## src/rtl/palette_ram_nes.sv

```systemverilog
// rtl/palette_ram_nes.sv - writable NES palette RAM with init fill, backdrop mirroring, optional grayscale (PALETTE_GRAYSCALE_EN)
module palette_ram_nes #(
    parameter int          AW         = 5,
    parameter int          DW         = 8,
    parameter logic [7:0]  INIT_COLOR = 8'h0F,
    parameter int          NES_MIRROR = 1
) (
    input  logic          clk,
    input  logic          rst,
    input  logic [AW-1:0] ppu_addr,
    output logic [DW-1:0] ppu_dout,
    input  logic [AW-1:0] cpu_addr,
    input  logic          cpu_we,
    input  logic [DW-1:0] cpu_wdata,
    output logic          cpu_rdy,
    output logic [DW-1:0] cpu_rdata,
    output logic          init_busy,
    input  logic          grayscale
);

    localparam int            DEPTH     = 1 << AW;
    localparam logic [DW-1:0] INIT_VAL  = DW'(INIT_COLOR);
    localparam bit            MIRROR_ON = (NES_MIRROR != 0) && (AW == 5);

    typedef enum logic {ST_INIT, ST_RUN} state_t;

    state_t        state;
    state_t        state_nxt;
    logic [AW-1:0] cnt;
    logic [DW-1:0] mem [DEPTH];
    logic [DW-1:0] ppu_raw;
    logic [DW-1:0] ppu_next;

    // Sprite backdrop entries (0x10/0x14/0x18/0x1C) fold onto the background ones
    function automatic logic [AW-1:0] eff(input logic [AW-1:0] a);
        logic [AW-1:0] r;
        r = a;
        if (MIRROR_ON && a[AW-1] && (a[1:0] == 2'b00)) begin
            r[AW-1] = 1'b0;
        end
        return r;
    endfunction

    // State register and fill counter
    always_ff @(posedge clk) begin
        if (rst) begin
            state <= ST_INIT;
            cnt   <= '0;
        end else begin
            state <= state_nxt;
            if (state == ST_INIT) begin
                cnt <= cnt + 1'b1;
            end
        end
    end

    // Next state and status outputs; RUN is only left through reset
    always_comb begin
        state_nxt = state;
        init_busy = 1'b1;
        cpu_rdy   = 1'b0;
        case (state)
            ST_INIT: begin
                if (&cnt) begin
                    state_nxt = ST_RUN;
                end
            end
            ST_RUN: begin
                init_busy = 1'b0;
                cpu_rdy   = 1'b1;
            end
            default: state_nxt = ST_INIT;
        endcase
    end

    // Storage writes: init fill owns the array until RUN, then CPU writes are accepted
    always_ff @(posedge clk) begin
        if (!rst) begin
            if (state == ST_INIT) begin
                mem[cnt] <= INIT_VAL;
            end else if (cpu_we && cpu_rdy) begin
                mem[eff(cpu_addr)] <= cpu_wdata;
            end
        end
    end

    // PPU read source: init colour while filling, otherwise the stored entry (old value on collision)
    always_comb begin
        ppu_raw = init_busy ? INIT_VAL : mem[eff(ppu_addr)];
    end

`ifdef PALETTE_GRAYSCALE_EN
    localparam logic [DW-1:0] GRAY_MASK = {DW{1'b1}} << 4;

    // Grayscale keeps only the luminance bits, applied before the register so latency is unchanged
    always_comb begin
        ppu_next = grayscale ? (ppu_raw & GRAY_MASK) : ppu_raw;
    end
`else
    logic unused_grayscale;
    assign unused_grayscale = grayscale;

    // Grayscale disabled: pass the read straight through
    always_comb begin
        ppu_next = ppu_raw;
    end
`endif

    // Registered PPU read port
    always_ff @(posedge clk) begin
        if (rst) begin
            ppu_dout <= INIT_VAL;
        end else begin
            ppu_dout <= ppu_next;
        end
    end

    // Registered CPU read port; holds its value except on an accepted read
    always_ff @(posedge clk) begin
        if (rst) begin
            cpu_rdata <= '0;
        end else if (cpu_rdy && !cpu_we) begin
            cpu_rdata <= mem[eff(cpu_addr)];
        end
    end

endmodule

```

## config.mk

```make
export PLATFORM = sky130hd
export DESIGN_NAME = palette_ram_nes
export DESIGN_NICKNAME = d
export VERILOG_FILES = /design/src/rtl/palette_ram_nes.sv
export SDC_FILE = /design/constraint.sdc
export NUM_CORES = 1
export LEC_CHECK = 0
export CAP_MARGIN = 10
export CORE_MARGIN = 1.5
export CORE_UTILIZATION = 56
export CTS_CLUSTER_DIAMETER = 150
export DETAILED_ROUTE_END_ITERATION = 10
export PLACE_DENSITY = 0.79
export SLEW_MARGIN = 15
export SYNTH_ARGS = -nofsm -noshare
export SYNTH_HDL_FRONTEND = slang
export SYNTH_SLANG_ARGS = --single-unit
```

## constraint.sdc

```tcl
create_clock -name clk -period 2.8 [get_ports clk]
set_input_delay 0.84 -clock clk [delete_from_list [all_inputs] [get_ports clk]]
set_output_delay 0.84 -clock clk [all_outputs]
set_load 0.03 [all_outputs]
```

==> impl_metrics.py, run 1 <==
metrics = {
    "timing": {
        "setup_slack_ps": 221.7,
        "final.setup.tns_ps": 0,
        "setup_viol": 0,
        "tightest_slew_ps": 610.7,
        "final_max_slew_viol_count": 0,
        "period_share": 0.9208,
        "max_freq_mhz": 387.8,
        "rsz0062_at_grt": "false",
        "relSlewSlack": 0.5885,
        "finalHoldViolations": 0,
        "fin_skew_ps": 13.61,
        "worst_hold_slack_ps": 540.6,
        "finalCriticalPeriod_ps": 2578,
    },
    "floorplan": {
        "rows": 55,
        "die_w_um": 153.8,
        "placeableCoreArea_um2": 22500,
        "ios": 40,
        "start_util": 0.5661,
        "die_h_um": 153.8,
        "dieArea_um2": 23660,
    },
    "power_and_ir_drop": {
        "combPwrFrac": 0.067,
        "seqPwrFrac": 0.493,
        "power_leakage_nw": 5.258,
        "netSwitchingFraction": 0.2093,
        "power.switching_mw": 1.892,
        "clockPowerShare": 0.440,
        "internal_power_mw": 7.145,
        "ir_drop_v": 0.0005231,
        "p_total_mw": 9.037,
        "power_per_cell_area_nw_per_um2": 592.3,
    },
    "placed_design": {
        "numPortBuffers": 38,
        "post-dp-hpwl_um": 24080,
        "gp_congestion": 0.9801,
        "dpl.cell_count": 1160,
        "pre_cts_slack_ps": -209.5,
    },
    "clock_network": {
        "clkTransAtPathRegs_ps": 60,
        "cts_tree": "built",
        "clockRootBuffer": "clkbuf_16",
        "cts_sinks": 275,
        "htree_levels": 1,
        "cts_buffer_depth": 3,
        "clk_latency_ps": 560,
        "ctsHoldBuffers": 0,
        "post-cts-setup-buffer-count": 0,
        "cts_buffers": 28,
    },
    "critical_path": {
        "worstPathMaxFanout": 11,
        "r2r_slack_ps": 690,
        "worstSetupStartpointType": "register",
        "worstPathArrival_ps": 1740,
        "critPathRequiredTime_ps": 1960,
        "critPathCaptureType": "output port",
        "worst-setup-path-type": "reg2out",
    },
    "global_route": {
        "grt_max_degree": 33,
        "grt_pass1_vias": 8393,
        "grtUsageTotal": 0.3035,
        "grt.overflow.total": 0,
        "antenna_found_initial": 0,
        "grt_pass1_wl_um": 52760,
    },
    "routing": {
        "finalWirelength_um": 34840,
        "drt_pass1_iterations": 6,
        "vias": 8375,
        "drtIter0Drc": 1297,
        "drc": 0,
        "vias_per_cell": 6.916,
        "wire_per_inst_um": 28.77,
        "ant_nets": 0,
    },
    "layout": {
        "nets": 929,
        "n_antenna_cell": 0,
        "finalNonFillerCells": 1211,
        "layout-drive-gt1-share": 0.2894,
        "area_growth_pct": 19.77,
    },
    "hold_path": {
        "min_path_type": "reg2reg",
    },
    "logic_synthesis": {
        "postSynthCellCount": 775,
        "post_synth.cell_area_avg_um2": 16.44,
        "yosys_warnings": 0,
        "syn_area_um2": 12740,
        "synth_nets": 799,
        "synth_edf_count": 253,
        "ys.flop_type": "edfxtp_1",
        "ys_types": 52,
        "yosysSeqAreaShare": 0.6309,
        "ys_seq_elements": 275,
        "async_flop_share": 0,
    },
    "job": {
        "cap_violations": 0,
    },
    "run_status": {
        "outcome": "finished clean",
    },
}
power by group through the flow:
stage	sequential [mW]	clock, mW	combinational, mW
finish	4.46	3.98	0.602
floorplan	4.54	0	0.350
global route	4.46	4.14	0.628
CTS	4.46	3.98	0.593
global placement	4.54	0	0.575
detailed placement	4.54	0	0.589
registers in the layout, indices dropped and copies added, names as in the netlist:
name	count
cnt	5
cpu_rdata	8
ppu_dout	8
state	1
mem	253
through the flow:
| step | util | instance area [µm²] |
|---|---|---|
| 2_1_floorplan | - | 12740 |
| 5_1_grt | 0.6781 | 15260 |
| 6_report | 0.6781 | 15260 |
| 3_3_place_gp | 0.6342 | 14270 |
| 3_5_place_dp | 0.6342 | 14270 |
| 4_1_cts | 0.6780 | 15260 |
routing by layer:
layer  wire length [µm]  vias to the layer above  GRT usage
li1                   -                     3424          -
met1              13260                     4242     0.4444
met2              16380                      631     0.4730
met3               4091                       78    0.05158
met4               1105                        0    0.09616
met5                  0                        -          0
timing repair:
action / 4_1_cts / 5_1_grt
endpoints found under the hold margin: 0 / 0
gates resized for setup: 0 / 1
setup endpoints to repair: 0 / 2
cells in the final DEF, fill, tap and decap left out, types with 17 or more instances in the layout:
cell type	n
edfxtp_1	253
buf_4	100
mux4_2	97
nand2_1	52
nor2_1	49
mux2i_1	42
clkdlybuf4s50_1	34
clkbuf_16	29
dfxtp_1	21
a21oi_1	20
buf_12	19
nor2b_1	17
path summary, 6_finish.rpt:
| check | start | end | cells past startpoint |
|---|---|---|---|
| min | cpu_rdata[1] | cpu_rdata[1] | 1 |
| max | state | init_busy | 2 |
| max reg2reg | state | mem[9][2] | 6 |
| min reg2reg | cpu_rdata[1] | cpu_rdata[1] | 1 |
Yosys cell counts (6+ instances only):
cell type	count	area, µm²
dfxtp_1	22	440.4
edfxtp_1	253	7597
o22ai_1	11	68.82
a21oi_1	20	100.1
a221oi_1	8	70.07
buf_6	6	67.56
o311ai_0	7	61.31
buf_4	8	60.06
mux2i_1	42	420.4
clkbuf_1	21	78.83
a211o_1	8	70.07
mux4_2	97	2185
nand2_1	52	195.2
and2_1	6	37.54
nand2b_1	7	43.79
o21ai_0	10	50.05
inv_1	14	52.55
nor2b_1	17	106.4
o32ai_1	6	52.55
a22oi_1	8	60.06
buf_2	19	95.09
and3_1	8	50.05
nor2_1	49	183.9
a21o_1	8	60.06
cell type report:
type / instances / area [µm²]
Inverter: 16 / 60.06
Clock inverter: 15 / 203.9
Sequential cell: 275 / 8039
Timing Repair Buffer: 154 / 1476
Tap cell: 285 / 356.6
Fill cell: 1417 / 7244
Multi-Input combinational cell: 430 / 4340
Clock buffer: 36 / 782.0
kinds of logic after synthesis:
group	after synthesis	share of synthesized area
flops	275	0.6309
fa+ha+maj	2	0.001964
compound gates	122	0.06914
mux	143	0.2080
xor+xnor	3	0.002063
simple gates	160	0.05952
buf+inv	70	0.02838
critical path, stage by stage (launching register included):
cell and delay, ps:
dfxtp_2 460, inv_1 110, clkdlybuf4s50_1 610
No activity file was read; power rests on OpenSTA's default activity.
==> run 2, diff against run 1 <==
- CORE_UTILIZATION: 56 -> 60
- PLACE_DENSITY: 0.79 -> 0.8
- clock period: 2.8 -> 2.5 ns (I/O delays scaled with it)
==> impl_metrics.py, run 2 (same netlist as run 1, synthesis figures left out) <==
metrics = {
    "run_status": {
        "outcome": "finished clean",
    },
    "timing": {
        "final.setup.tns_ps": 0,
        "finalCriticalPeriod_ps": 2420,
        "setup_viol": 0,
        "relSlewSlack": 0.4035,
        "period_share": 0.9680,
        "rsz0062_at_grt": "false",
        "fin_skew_ps": 10.20,
        "final_max_slew_viol_count": 0,
        "tightest_slew_ps": 883.5,
        "setup_slack_ps": 79.90,
        "max_freq_mhz": 413.2,
        "finalHoldViolations": 0,
    },
    "routing": {
        "drc": 0,
        "vias": 8540,
        "drt_pass1_iterations": 6,
        "drtIter0Drc": 1412,
        "ant_nets": 0,
        "wire_per_inst_um": 29.88,
        "vias_per_cell": 7.058,
        "finalWirelength_um": 36150,
    },
    "clock_network": {
        "clk_latency_ps": 540,
        "clkTransAtPathRegs_ps": 60,
        "cts_buffers": 28,
        "postCtsResizedCells": 3,
        "cts_tree": "built",
        "ctsHoldBuffers": 0,
        "clockRootBuffer": "clkbuf_16",
        "htree_levels": 1,
        "post-cts-setup-buffer-count": 0,
        "cts_buffer_depth": 3,
        "cts_sinks": 275,
    },
    "power_and_ir_drop": {
        "combPwrFrac": 0.070,
        "netSwitchingFraction": 0.2103,
        "clockPowerShare": 0.432,
        "p_total_mw": 10.03,
        "power_leakage_nw": 5.316,
        "seqPwrFrac": 0.498,
        "ir_drop_v": 0.0006316,
        "power_per_cell_area_nw_per_um2": 653.9,
        "power.switching_mw": 2.110,
        "internal_power_mw": 7.923,
    },
    "placed_design": {
        "numPortBuffers": 38,
        "pre_cts_slack_ps": -393.8,
        "gp_congestion": 0.9810,
        "dpl-instance-area_um2": 14380,
        "dpl.cell_count": 1158,
        "post-dp-hpwl_um": 24500,
    },
    "floorplan": {
        "ios": 40,
        "die_w_um": 148.7,
        "rows": 53,
        "start_util": 0.6080,
        "dieArea_um2": 22120,
        "die_h_um": 148.7,
        "placeableCoreArea_um2": 20960,
    },
    "layout": {
        "regMostFlops": "mem",
        "n_antenna_cell": 0,
        "final_area_um2": 15340,
        "nets": 937,
        "final_common_cell": "edfxtp_1",
        "largest_reg_flops": 253,
        "layout-drive-gt1-share": 0.2941,
        "finalNonFillerCells": 1210,
        "layout_common_cells": "edfxtp_1, buf_4, mux4_2",
        "top_regs": "mem (253), cpu_rdata (8), ppu_dout (8)",
        "area_growth_pct": 20.43,
    },
    "global_route": {
        "grt_max_degree": 33,
        "grtUsageTotal": 0.3403,
        "grt.overflow.total": 0,
        "antenna_found_initial": 0,
        "grt_pass1_vias": 8584,
        "grt_pass1_wl_um": 54210,
    },
    "critical_path": {
        "worstPathArrival_ps": 2830,
        "critPathCaptureType": "register",
        "r2r_slack_ps": 430,
        "worstPathMaxFanout": 13,
        "critPathRequiredTime_ps": 2910,
        "worstSetupStartpointType": "input pin",
        "worst-setup-path-type": "in2reg",
    },
    "hold_path": {
        "min_path_type": "reg2reg",
    },
    "job": {
        "cap_violations": 0,
    },
}
==> run 2: path summary, 6_finish.rpt <==
kind / cells past startpoint / start / end
max: 8 / cpu_addr[2] / cpu_rdata[2]
min: 1 / cpu_rdata[3] / cpu_rdata[3]
max reg2reg: 5 / mem[27][2] / cpu_rdata[2]
min reg2reg: 1 / cpu_rdata[3] / cpu_rdata[3]
==> run 2: area by class of cell <==
class,instances,area [µm²]
well taps,275,344.1
clock inverters,20,219.0
multi-input cells,430,4347
repair buffers,162,1597
clock buffers,32,737.0
inverters,16,60.06
fillers,1257,5613
flip-flops and latches,275,8039
==> run 2: metal layers <==
layer | up-vias | global-route usage | part of all wire
met4 | 0 | 0.1045 | 0.036
li1 | 3439 | - | -
met2 | 695 | 0.5286 | 0.47
met5 | - | 0 | 0
met3 | 109 | 0.07055 | 0.13
met1 | 4297 | 0.4931 | 0.36
==> run 2: power by group through the flow <==
| stage | sequential, mW | clock, mW | combinational, mW |
|---|---|---|---|
| 3_3_place_gp | 5.08 | 0 | 0.666 |
| 2_1_floorplan | 5.08 | 0 | 0.393 |
| 6_report | 4.99 | 4.33 | 0.705 |
| 5_1_grt | 4.99 | 4.54 | 0.735 |
| 4_1_cts | 4.99 | 4.35 | 0.691 |
| 3_5_place_dp | 5.09 | 0 | 0.684 |
==> run 2: worst max-delay path, cell delays in order <==
cell,delay [ps]
clkdlybuf4s50_1,520
buf_12,170
buf_4,150
mux2i_1,220
o32ai_1,130
nor4bb_1,580
buf_4,210
o221ai_1,100
==> run 2: through the flow <==
step | utilization | hold slack (ps)
after floorplan | - | 538.4
after global placement | 0.6864 | 496.1
after detailed placement | 0.6864 | 480.3
after CTS | 0.7320 | 495.8
after global routing | 0.7321 | 519.3
final | 0.7321 | 505.6
==> run 3, diff against run 2 <==
- CTS_BUF_LIST: unset -> sky130_fd_sc_hd__clkbuf_8
==> impl_metrics.py, run 3 (same netlist as run 1, synthesis figures left out) <==
metrics = {
    "critical_path": {
        "path_buf_inv": 1,
        "critPathRequiredTime_ps": 1750,
        "worstSetupStartpointType": "register",
        "path_delay_family": "buffers and inverters",
        "cp_cell_sequence": "clkdlybuf4s50_1",
        "critPathSlowestCell": "clkdlybuf4s50_1",
        "worst-setup-path-type": "reg2out",
        "critPathCaptureType": "output port",
        "worstPathMaxFanout": 2,
        "cpPeakStageDelay_ps": 700,
        "worstPathArrival_ps": 1680,
    },
    "floorplan": {
        "dieArea_um2": 22120,
        "start_util": 0.6080,
        "die_w_um": 148.7,
        "rows": 53,
        "placeableCoreArea_um2": 20960,
        "ios": 40,
        "die_h_um": 148.7,
    },
    "clock_network": {
        "clkTransAtPathRegs_ps": 60,
        "cts_tree": "built",
        "clk_latency_ps": 560,
        "post-cts-setup-buffer-count": 0,
        "cts_buffers": 45,
        "clockRootBuffer": "clkbuf_8",
        "ctsHoldBuffers": 0,
        "cts_buffer_depth": 3,
        "htree_levels": 2,
        "cts_sinks": 275,
    },
    "power_and_ir_drop": {
        "ir_drop_v": 0.0005277,
        "power_per_cell_area_nw_per_um2": 620.4,
        "p_total_mw": 9.472,
        "power_leakage_nw": 5.332,
    },
    "timing": {
        "setup_viol": 0,
        "finalCriticalPeriod_ps": 2428,
        "final_max_slew_viol_count": 0,
        "relSlewSlack": 0.4067,
        "tightest_slew_ps": 878.8,
        "finalHoldViolations": 0,
        "worst_hold_slack_ps": 504.8,
        "period_share": 0.9714,
        "fin_skew_ps": 33.58,
        "max_freq_mhz": 411.8,
        "setup_slack_ps": 71.58,
        "rsz0062_at_grt": "false",
    },
    "global_route": {
        "grtUsageTotal": 0.3320,
        "grt_pass1_vias": 8590,
        "antenna_found_initial": 0,
        "grt.overflow.total": 0,
        "grt_pass1_wl_um": 52860,
        "grt_max_degree": 33,
    },
    "routing": {
        "vias": 8561,
        "drt_pass1_iterations": 6,
        "wire_per_inst_um": 28.28,
        "drtIter0Drc": 1422,
        "vias_per_cell": 6.915,
        "drc": 0,
        "finalWirelength_um": 35020,
        "ant_nets": 0,
    },
    "placed_design": {
        "dpl.cell_count": 1158,
        "numPortBuffers": 38,
        "gp_congestion": 0.9810,
        "pre_cts_slack_ps": -393.8,
        "post-dp-hpwl_um": 24500,
    },
    "layout": {
        "fillers": 1293,
        "area_growth_pct": 19.84,
        "top_regs": "mem (253), cpu_rdata (8), ppu_dout (8)",
        "nets": 954,
        "largest_reg_flops": 253,
        "n_antenna_cell": 0,
        "layout_common_cells": "edfxtp_1, buf_4, mux4_2",
        "layout-drive-gt1-share": 0.3094,
        "final_common_cell": "edfxtp_1",
        "regMostFlops": "mem",
        "finalNonFillerCells": 1238,
    },
    "hold_path": {
        "min_path_type": "reg2reg",
    },
    "run_status": {
        "outcome": "finished clean",
    },
    "job": {
        "cap_violations": 0,
    },
}
run 3: cell types whose count changed in the layout (fill, tap and decap cells not counted), sizes merged:
| cell | change |
|---|---|
| clkinv | +1 |
| inv | +9 |
| clkbuf | +22 |
| clkdlybuf4s50 | +1 |
| bufinv | -4 |
| dlymetal6s2s | -1 |
run 3: final timing paths:
path                                    from           end  cells past startpoint  slack, ps
worst min register to register  cpu_rdata[3]  cpu_rdata[3]                      1        500
worst max-delay path            cpu_rdata[5]  cpu_rdata[5]                      1         70
worst max register to register    mem[27][5]  cpu_rdata[5]                      5        440
worst min-delay path            cpu_rdata[3]  cpu_rdata[3]                      1        500
run 3: final cells by class:
type | count | area [µm²] | area share
Sequential cell | 275 | 8039 | 0.5266
Tap cell | 275 | 344.1 | 0.02254
Clock buffer | 54 | 743.2 | 0.04868
Inverter | 16 | 60.06 | 0.003934
Clock inverter | 26 | 138.9 | 0.009097
Timing Repair Buffer | 162 | 1594 | 0.1044
Multi-Input combinational cell | 430 | 4348 | 0.2848
run 3: per-stage QoR:
stage	setup TNS [ps]	utilization	area, µm²
after global routing	0	0.7286	15270
after global placement	-64990	0.6864	14380
final	0	0.7286	15270
after CTS	0	0.7284	15260
after floorplan	-8339	-	12740
after detailed placement	-88430	0.6864	14380
run 3: repair_timing:
item | CTS | global route
resized for setup | 3 | 1
setup endpoints to repair | 2 | 1
gates cloned | 0 | 0
run 3: power by group:
part	leakage, nW	internal, mW	switching [mW]	total (mW)
Clock	0.487	2.06	1.72	3.78
Sequential	2.46	4.98	0.0176	4.99
Combinational	2.38	0.334	0.367	0.701
Total	5.33	7.37	2.10	9.47
run 3: metal layers:
| metal | up-vias | share of wire | wire length, µm | GRT usage |
|---|---|---|---|---|
| met5 | - | 0 | 0 | 0 |
| met4 | 0 | 0.031 | 1099 | 0.1050 |
| met3 | 92 | 0.13 | 4528 | 0.07362 |
| met2 | 701 | 0.47 | 16490 | 0.5135 |
| met1 | 4275 | 0.37 | 12890 | 0.4790 |
| li1 | 3493 | - | - | - |
==> RTL change 1, RTL diff (flow settings as in run 2) <==
Change the parameter `DW` from 8 to 7.
--- a/src/rtl/palette_ram_nes.sv
+++ b/src/rtl/palette_ram_nes.sv
@@ -1,7 +1,7 @@
 // rtl/palette_ram_nes.sv - writable NES palette RAM with init fill, backdrop mirroring, optional grayscale (PALETTE_GRAYSCALE_EN)
 module palette_ram_nes #(
     parameter int          AW         = 5,
-    parameter int          DW         = 8,
+    parameter int          DW         = 7,
     parameter logic [7:0]  INIT_COLOR = 8'h0F,
     parameter int          NES_MIRROR = 1
 ) (
Interface: changed (resized cpu_rdata, cpu_wdata and ppu_dout); port bits go from 40 to 37. The function was not compared with the original's and may differ.
==> RTL change 1 against run 2 <==
The run now ends with design-rule violations left; die area down 12%; largest power group unchanged; critical path depth is 6 lower; setup slack worse by 19 ps; final area is 12% lower; wire length fell by 16%; worst hold slack got worse by 2.9 ps; sequential cell count decreased by 33; total power down 15%; area after synthesis is 12% lower; fmax down 0.76%.
==> RTL change 1: results (changes against run 2) <==
metric,value,unit,change
crit-path max FO,11,,-2
GP Congestion,0.981,,about the same
Setup WS pre-CTS,-388,ps,+5.48 ps
via count,7492,,-12%
Initial DRT Pass Iterations,8,,+2
met3 wire length,3890,µm,-17%
status,"complete, but fails checks",,
Post-Place Cells,1016,,-12%
Slew @ Worst Pin,574,ps,-310 ps
GRT Overall Usage,0.321,,-0.0196
DRC viols,2,,+2
Regs by FF count,"mem x222, cpu_rdata x7, ppu_dout x7",,
initial DRC count,1186,,-16%
syn_nets,710,,-11%
Post-DP HPWL,20700,µm,-16%
DRT met1 WL,11000,µm,-17%
post-DR wirelength/cell,28.5,µm,-4.5%
Layout fillers,986,,-22%
sequential area share after synthesis,0.629,,-0.00217
"top cells by area, synth","edfxtp_1, mux4_2, dfxtp_1",,
failing checks,design-rule violations,,
max incr delay on CP,600,ps,+20 ps
met2 wire len,14200,µm,-16%
number of global-route vias before repair,7613,,-11%
Crit-path slowest cell,clkdlybuf4s50_1,,
Synth cell types,49,,-5.8%
Inserted Clock Buffers,25,,-11%
## RTL change 1: cell types whose count changed in the layout (fill, tap and decap cells not counted), sizes merged, moves of 2 or more
cell,change
a211o,-2
a211oi,-2
a21oi,-3
and2,-2
and3,-2
buf,-13
bufinv,-4
clkinv,-5
dfxtp,-2
edfxtp,-31
mux2i,-5
mux4,-11
nand2,-4
o21ai,-2
## RTL change 1: final timing paths
check,start,end,slack (ps),depth (start not counted)
min reg2reg,cpu_rdata[6]$_SDFFE_PP0P_,cpu_rdata[6]$_SDFFE_PP0P_,500,1
min,cpu_rdata[6]$_SDFFE_PP0P_,cpu_rdata[6]$_SDFFE_PP0P_,500,1
max reg2reg,state$_SDFF_PP0_,mem[8][2]$_DFFE_PP_,410,5
max,state$_SDFF_PP0_,init_busy,60,2
## RTL change 1: area by class of cell
class / instances / area, µm² / area share
tap: 229 / 287 / 0.0212
timing repair buffer: 146 / 1390 / 0.103
clock inverter: 12 / 87.6 / 0.00649
sequential: 242 / 7070 / 0.524
multi-input combinational: 386 / 3940 / 0.292
clock buffer: 33 / 676 / 0.0500
inverter: 13 / 48.8 / 0.00361
## RTL change 1: where the power goes
part           internal (W)  switching (W)
clock network       0.00200        0.00150
registers           0.00438      0.0000162
logic              0.000294       0.000323
total               0.00667        0.00184
## RTL change 1: repair_timing
item                       in CTS  in global routing
buffers inserted                0                  0
gates resized for setup         2                  0
setup endpoints to repair       2                  0
## RTL change 1: cell families after synthesis
kind of cell	after synthesis	share of synthesized area
DFF	242	0.629
and+or+nand+nor	149	0.0627
muxes	128	0.210
AOI/OAI and AO/OA	104	0.0669
buffers and inverters	59	0.0268
xor gates and xnor gates	3	0.00234
adders and majority gates	2	0.00223
## RTL change 1: worst max-delay path, delay by kind of cell, from the launching register on
family	cells	cell delay (ps)
buf+inv	2	700
flops	1	470
==> RTL change 2, RTL diff (flow settings as in run 2) <==
Made on the original files. Reset style: asynchronous (`rst`), changed in 3 clocked blocks.
--- a/src/rtl/palette_ram_nes.sv
+++ b/src/rtl/palette_ram_nes.sv
@@ -42,7 +42,7 @@
     endfunction
 
     // State register and fill counter
-    always_ff @(posedge clk) begin
+    always_ff @(posedge clk or posedge rst) begin
         if (rst) begin
             state <= ST_INIT;
             cnt   <= '0;
@@ -107,7 +107,7 @@
 `endif
 
     // Registered PPU read port
-    always_ff @(posedge clk) begin
+    always_ff @(posedge clk or posedge rst) begin
         if (rst) begin
             ppu_dout <= INIT_VAL;
         end else begin
@@ -116,7 +116,7 @@
     end
 
     // Registered CPU read port; holds its value except on an accepted read
-    always_ff @(posedge clk) begin
+    always_ff @(posedge clk or posedge rst) begin
         if (rst) begin
             cpu_rdata <= '0;
         end else if (cpu_rdy && !cpu_we) begin
Behaviour: same outputs for any inputs over 10 cycles, from zero or initial values and one cycle with rst high; that may be too few to reach the edited logic, so the function may still have changed.
==> RTL change 2 against run 2 <==
Final area rose by 3.6%; critical path type is now register to output port; wire length increased by 3.0%; clock power down 6.5%; non-clock buffer count up 38; area after synthesis increased by 3.5%; sequential cell count increased by 2; worst hold slack better by 130 ps; setup slack got worse by 35 ps; total power increased by 2.3%; combinational power up 55%; critical path depth shrank 7.
==> RTL change 2: results (changes against run 2) <==
metric,value,unit,change
global-route wire length before repair,55200,µm,+1.8%
grt met3 use,0.0560,,-0.0145
Slew @ Worst Pin,868,ps,-15.6 ps
syn_nets,898,,+12%
Worst Path Arrival,1710,ps,-1120 ps
# nets final,1068,,+14%
status,"complete, no violations",,
synth cell count leaders,"edfxtp_1, mux2i_1, nor2_1",,
FF-to-FF path depth,8,,+3
met3 wire length,4120,µm,-12%
"top cells by area, synth","edfxtp_1, mux2i_1, mux4_2",,
Crit-path slowest cell,clkdlybuf4s50_1,,
Regs by FF count,"mem x255, cpu_rdata x8, ppu_dout x8",,
post-route insts no fill,1346,,+11%
GR Util met2,0.539,,+0.0100
Synth cell types,54,,+3.8%
crit-path max FO,3,,-10
via count,9155,,+7.2%
pin count of the biggest net entering global routing,36,,+9.1%
DRT met1 WL,13700,µm,+4.5%
clock latency on the worst-skew pair,560,ps,+20 ps
GP Congestion,0.957,,-2.4%
GRT Overall Usage,0.337,,-0.00290
drt total wl,37200,µm,+3.0%
#FFs+latches synth,277,,+0.73%
M1 GR Usage,0.467,,-0.0265
Max Clock Skew,13.4,ps,+3.22 ps
async set or reset register ratio after synthesis,0.0794,,+0.0794
Pleak,6.04,nW,+14%
met2 wire len,17700,µm,+3.8%
Syn Inst Count,874,,+13%
fraction of layout cells with a size suffix above 1,0.265,,-0.0296
Setup WS pre-CTS,-375,ps,+18.4 ps
DP Area,0.0150,mm²,+4.3%
sequential area share after synthesis,0.623,,-0.00815
==> RTL change 2: power breakdown <==
part	switching [W]	internal, W	total [W]
combinational	0.000615	0.000473	0.00109
sequential	0.0000335	0.00509	0.00512
clock	0.00174	0.00231	0.00405
==> RTL change 2: cell families after synthesis <==
logic type,Yosys count,share of synthesized area
xor gates and xnor gates,3,0.00199
AOI/OAI and AO/OA,171,0.0939
muxes,180,0.188
and+or+nand+nor,168,0.0600
DFF,277,0.623
adders and majority gates,2,0.00190
buffers and inverters,73,0.0319
==> RTL change 2: worst register-to-register path: stages, from the launching register on <==
cell and delay, ps:
dfrtp_2 520, inv_1 120, buf_4 160, nand2_1 60, a21oi_1 180, nand2_1 140
buf_4 180, nor2_1 200, buf_4 190
==> RTL change 2: area by class of cell <==
type	count	area [µm²]	area share
Multi-Input combinational cell	524	4560	0.287
Clock buffer	33	741	0.0466
Sequential cell	277	8210	0.517
Inverter	13	52.6	0.00331
Clock inverter	19	140	0.00882
Tap cell	280	350	0.0220
Timing Repair Buffer	200	1830	0.115
==> RTL change 2: what timing repair did <==
action	4_1_cts	5_1_grt
setup endpoints to repair	2	5
resized for setup	3	5
setup buffers	0	0
pin swaps	0	0
==> RTL change 2: path summary, 6_finish.rpt <==
kind	start	to	slack (ps)
worst max-delay path	cpu_rdata[3]$_DFFE_PP0P_	cpu_rdata[3]	40
worst min-delay path	cnt[0]$_DFFE_PP0N_	cnt[0]$_DFFE_PP0N_	630
worst max register to register	state$_DFF_PP0_	mem[7][0]$_DFFE_PP_	480
worst min register to register	cnt[0]$_DFFE_PP0N_	cnt[0]$_DFFE_PP0N_	630
max in group asynchronous	rst	ppu_dout[1]$_DFF_PP1_	1360
min in group asynchronous	rst	cpu_rdata[1]$_DFFE_PP0P_	830
